**src/rtl/fft_seq_ctrl.sv**
```systemverilog
// fft_seq_ctrl: control sequencer for a 32-point, 5-stage radix-2 SDF DIF FFT.
// Tracks sample validity through the pipeline, decodes per-stage butterfly and
// twiddle controls, counts output samples and supervises frame framing.
// Optional feature: define FFT_SEQ_CTRL_BITREV_EN to drive out_idx with the
// bit-reversed output count; without it out_idx is tied to zero.
module fft_seq_ctrl (
  input  logic       clk,
  input  logic       rst_n,
  input  logic       valid_i,
  output logic [4:0] bf_sel,
  output logic [3:0] tw_addr1,
  output logic [3:0] tw_addr2,
  output logic [3:0] tw_addr3,
  output logic [3:0] tw_addr4,
  output logic [3:0] tw_en,
  output logic       valid_o,
  output logic [4:0] out_idx,
  output logic       frame_done,
  output logic       busy,
  output logic       err
);

  typedef enum logic [1:0] {
    IDLE  = 2'd0,
    RUN   = 2'd1,
    DRAIN = 2'd2
  } state_t;

  state_t      r_state;
  state_t      w_nextState;
  logic        w_abort;

  logic [36:1] r_s;
  logic [36:0] w_s;
  logic [4:0]  r_c [5];
  logic [4:0]  r_inCnt;
  logic [4:0]  r_oCnt;

  logic [4:0]  w_v;
  logic [4:0]  w_d;
  logic [4:0]  w_a;
  logic [4:0]  w_cBit;

  // Position 0 of the valid history is the live input; it is masked in reset
  // so nothing derived from it can leak onto the outputs.
  assign w_s = {r_s, valid_i & rst_n};

  // Stage input taps sit at 0, 17, 26, 31, 34; the matching feedback taps sit
  // one stage delay (16, 8, 4, 2, 1) further down the history.
  assign w_v = {w_s[34], w_s[31], w_s[26], w_s[17], w_s[0]};
  assign w_d = {w_s[35], w_s[33], w_s[30], w_s[25], w_s[16]};
  assign w_a = w_v | w_d;

  // Each stage toggles its butterfly every D_k samples, so it watches bit
  // log2(D_k) of its own window counter.
  assign w_cBit = {r_c[4][0], r_c[3][1], r_c[2][2], r_c[1][3], r_c[0][4]};

  // Valid history, stage window counters and the frame counters; an abort
  // flushes all of them just like reset does.
  always_ff @(posedge clk) begin
    if (!rst_n || w_abort) begin
      r_s     <= '0;
      r_inCnt <= 5'd0;
      r_oCnt  <= 5'd0;
      for (int k = 0; k < 5; k++) begin
        r_c[k] <= 5'd0;
      end
    end else begin
      r_s <= w_s[35:0];
      for (int k = 0; k < 5; k++) begin
        r_c[k] <= w_a[k] ? r_c[k] + 5'd1 : 5'd0;
      end
      if (valid_i) begin
        r_inCnt <= r_inCnt + 5'd1;
      end
      if (w_s[36]) begin
        r_oCnt <= r_oCnt + 5'd1;
      end
    end
  end

  // Frame supervisor state register.
  always_ff @(posedge clk) begin
    if (!rst_n) begin
      r_state <= IDLE;
    end else begin
      r_state <= w_nextState;
    end
  end

  // Frame supervisor next-state: a gap on a frame boundary drains the
  // pipeline, a gap mid-frame aborts it.
  always_comb begin
    w_nextState = r_state;
    w_abort     = 1'b0;
    busy        = 1'b0;
    case (r_state)
      IDLE: begin
        if (valid_i) begin
          w_nextState = RUN;
        end
      end
      RUN: begin
        busy = rst_n;
        if (!valid_i) begin
          if (r_inCnt == 5'd0) begin
            w_nextState = DRAIN;
          end else begin
            w_abort     = 1'b1;
            w_nextState = IDLE;
          end
        end
      end
      DRAIN: begin
        busy = rst_n;
        if (valid_i) begin
          w_nextState = RUN;
        end else if (w_s[36:1] == 36'd0) begin
          w_nextState = IDLE;
        end
      end
      default: begin
        w_nextState = IDLE;
      end
    endcase
  end

  assign err        = w_abort & rst_n;
  assign bf_sel     = w_a & w_cBit & {5{rst_n}};
  assign tw_en      = w_d[3:0] & ~w_cBit[3:0] & {4{rst_n}};
  assign valid_o    = w_s[36] & rst_n;
  assign frame_done = valid_o & (r_oCnt == 5'd31);

  // Twiddle index is the position within the stage's feedback window, scaled
  // so every stage addresses the same 16-entry W32 table.
  always_comb begin
    tw_addr1 = 4'd0;
    tw_addr2 = 4'd0;
    tw_addr3 = 4'd0;
    tw_addr4 = 4'd0;
    if (tw_en[0]) begin
      tw_addr1 = r_c[0][3:0];
    end
    if (tw_en[1]) begin
      tw_addr2 = {r_c[1][2:0], 1'b0};
    end
    if (tw_en[2]) begin
      tw_addr3 = {r_c[2][1:0], 2'b00};
    end
    if (tw_en[3]) begin
      tw_addr4 = {r_c[3][0], 3'b000};
    end
  end

`ifdef FFT_SEQ_CTRL_BITREV_EN
  assign out_idx = valid_o ? {r_oCnt[0], r_oCnt[1], r_oCnt[2], r_oCnt[3], r_oCnt[4]} : 5'd0;
`else
  assign out_idx = 5'd0;
`endif

endmodule

```
**config.mk**
```make
export PLATFORM = sky130hd
export DESIGN_NAME = fft_seq_ctrl
export DESIGN_NICKNAME = d
export VERILOG_FILES = /design/src/rtl/fft_seq_ctrl.sv
export SDC_FILE = /design/constraint.sdc
export NUM_CORES = 1
export LEC_CHECK = 0
export BUFFER_PORTS_ARGS = -buffer_cell sky130_fd_sc_hd__buf_4
export CORE_ASPECT_RATIO = 1.4
export CORE_MARGIN = 2
export CORE_UTILIZATION = 42
export DETAILED_ROUTE_END_ITERATION = 8
export GPL_ROUTABILITY_DRIVEN = 0
export PLACE_DENSITY_LB_ADDON = 0.05
export SYNTH_ARGS = -nofsm -noshare
export SYNTH_HDL_FRONTEND = slang
export SYNTH_SLANG_ARGS = --single-unit
```
**constraint.sdc**
```tcl
create_clock -name clk -period 1.43 [get_ports clk]
set_input_delay 0 -clock clk [delete_from_list [all_inputs] [get_ports clk]]
set_output_delay 0 -clock clk [all_outputs]
set_load 0.02 [all_outputs]
```
==> run_results.csv <==
group,metric,value,unit
floorplanning,start_util,43.3,%
power,ir_drop,585,uV
yosys,synth_top_area_share,50.1,%
setup_path,cp-start-kind,"register",
clock_network,cts_max_level,3,
grt,busiest_layer,"met2",
yosys,avgSynthCellArea,9.88,sq um
grt,grtUsageMet3,3.59,%
timing,slew_viol_final,0,
cells_and_area,antenna_cells,0,
clock_network,clock_latency,340,ps
power,pwr-share-clk,38.8,%
yosys,synth_area_leaders,"dfxtp_1, and3_1, ha_1",
floorplanning,die_h,95.6,um
cells_and_area,area_delta_synth_final,34.6,%
timing,period_minus_slack,1550,ps
placed_design,io_buffers,25,
yosys,yosysMostFrequentCell,"dfxtp_1",
drt,ant_nets,0,
drt,drtIter0Drc,122,
yosys,synth_area,2520,sq um
grt,grt_first_pass_wirelength,8090,um
floorplanning,core,5820,sq um
yosys,synth_top_cells_by_count,"dfxtp_1, and3_1, nor2_1, buf_4, and2_1",
run_status,violations,"negative setup slack",
grt,globalRouteMet1Util,19.3,%
drt,drt_pass1_iterations,4,
floorplanning,rows,33,
drt,route.detailed.drc,0,
setup_path,crit_required,1430,ps
floorplanning,dieArea,6640,sq um
placed_design,place_inst,352,
timing,worst_slack,-118,ps
power,combPwrFrac,17.1,%
setup_path,crit_slowest_cell,"dfxtp_4",
cells_and_area,drive_gt1_share,36.5,%
grt,grt_max_degree,31,
cells_and_area,nNetsFinal,321,
grt,met2_usage,25.1,%
yosys,synth.ff_latch_count,63,
timing,timing.final.crit_share,108,%
drt,wl,5160,um
timing,finClkSkew,10.1,ps
yosys,async_flop_share,0,%
yosys,ys_warn_count,0,
run,max_cap_viol_count,0,
placed_design,place_ws,-180,ps
floorplanning,die_w,69.5,um
yosys,ys_types,33,
hold_path,hp-class,"input pin to register",
yosys,synth-main-ff-cell,"dfxtp_1",
setup_path,crit_chain,"inv_4, ha_4, nand2b_1, or2_4, buf_8, nor2_4, buf_6",
clock_network,tritoncts,"done",
yosys,synth_cells,255,
yosys,ys_seq_area_share,50.1,%
setup_path,endpoint_kind,"output port",
timing,finalSetupViolCount,37,
setup_path,cp_max_fo,4,
drt,routedWlPerCell,13.5,um
timing,grt_setup_unrepaired,"true",
floorplanning,io_pins,37,
clock_network,cts_root_buffer,"clkbuf_8",
yosys,synth_edf_count,0,
timing,fmax,646,MHz
setup_path,cp_slowest_stage_delay,360,ps
drt,vias_per_cell,4.81,
timing,hold_viol,0,
setup_path,path_class,"register to output port",
clock_network,cts.path.max_buffers,2,
yosys,synth_top_area_cell,"dfxtp_1",
grt,grt.total_usage,16.0,%
grt,grt_pass1_vias,1719,
grt,antenna_found_initial,0,
power,p_switching,1.07,mW
setup_path,cp.arrival,1550,ps
power,internal_power,3.13,mW
power,p_seq_share,44.1,%
cells_and_area,fin_cells,382,
clock_network,clk_pin_slew,60,ps
power,p_leak,1.50,nW
run_status,status,"finished, violations left",
placed_design,hpwl,3180,um
power,switching_share,25.5,%
clock_network,cts_buffers,9,
power,power_density,1240,nW/um^2
grt,grt_overflow,0,
drt,dr_total_vias,1838,
clock_network,clock_sinks,63,
power by group through the flow:
| stage | Sequential, mW | Clock (mW) | Combinational (mW) |
|---|---|---|---|
| after detailed placement | 1.86 | 0 | 0.485 |
| after CTS | 1.85 | 1.66 | 0.674 |
| after global placement | 1.86 | 0 | 0.483 |
| after floorplan | 1.86 | 0 | 0.369 |
| final | 1.85 | 1.63 | 0.717 |
| after global routing | 1.86 | 1.73 | 0.786 |
registers in the layout (all words and copies together) (netlist names):
name,cells
r_inCnt,5
r_state,2
r_oCnt,5
r_c,15
r_s,36
path summary, 6_finish.rpt:
| path | depth (start not counted) | endpoint | start | slack [ps] |
|---|---|---|---|---|
| max | 7 | err | r_state[1] | -120 |
| min | 3 | r_s[1] | valid_i | 30 |
| max reg2reg | 8 | r_s[10] | r_state[1] | -110 |
| min reg2reg | 1 | r_c[0][20] | r_c[0][20] | 430 |
worst max-delay path: cells and delay by family (launching register included):
kind,cells,cell delay (ps)
buffers and inverters,3,320
and+or+nand+nor,3,400
adders and majority gates,1,130
DFF,1,360
timing repair:
item                                   in CTS  in global routing
gates cloned                                2                  1
buffers inserted                            9                  4
hold buffers                                0                  0
resized for setup                          44                 22
setup endpoints to repair                  42                 68
endpoints found under the hold margin       0                  0
pin swaps                                   8                 10
metal layers:
metal | vias up | part of all wire (%)
li1 | 939 | -
met1 | 863 | 45
met2 | 24 | 49
met3 | 12 | 2.8
met4 | 0 | 3.0
met5 | - | 0
logic make-up after synthesis:
logic type                 after synthesis  share of synthesized area, %
xor gates and xnor gates                14                          4.87
and+or+nand+nor                        123                          27.4
muxes                                    4                          1.59
AOI/OAI and AO/OA                        7                          1.89
other                                    1                         0.149
buffers and inverters                   32                          8.59
DFF                                     63                          50.1
adders and majority gates               11                          5.46
cell type report:
class / count / area [sq um]
sequential: 63 / 1280
clock inverter: 2 / 37.5
inverter: 9 / 38.8
clock buffer: 14 / 173
tap: 70 / 87.6
multi-input combinational: 171 / 1320
fill: 543 / 2430
timing repair buffer: 53 / 453
through the flow:
stage	power (mW)	area [sq um]	TNS [ps]	hold WS (ps)	utilization, %
finish	4.20	3390	-3000	33.4	58.2
global route	4.38	3390	-5360	36.9	58.2
CTS	4.18	3290	-2650	23.2	56.4
detailed placement	2.35	2770	-1380	382	47.6
global placement	2.34	2770	-1710	373	47.6
floorplan	2.23	2580	0	200	-
placed cells by master (no fill, tap or decap), types with 6 or more instances in the layout:
master / instances
dfxtp_1: 55
buf_4: 46
nor2_1: 31
and3_4: 19
and3_1: 17
and2_1: 12
clkbuf_8: 12
conb_1: 11
nand2_1: 10
xor2_1: 8
xnor2_1: 6
ha_1: 6
(Power assumes the default switching activity.)
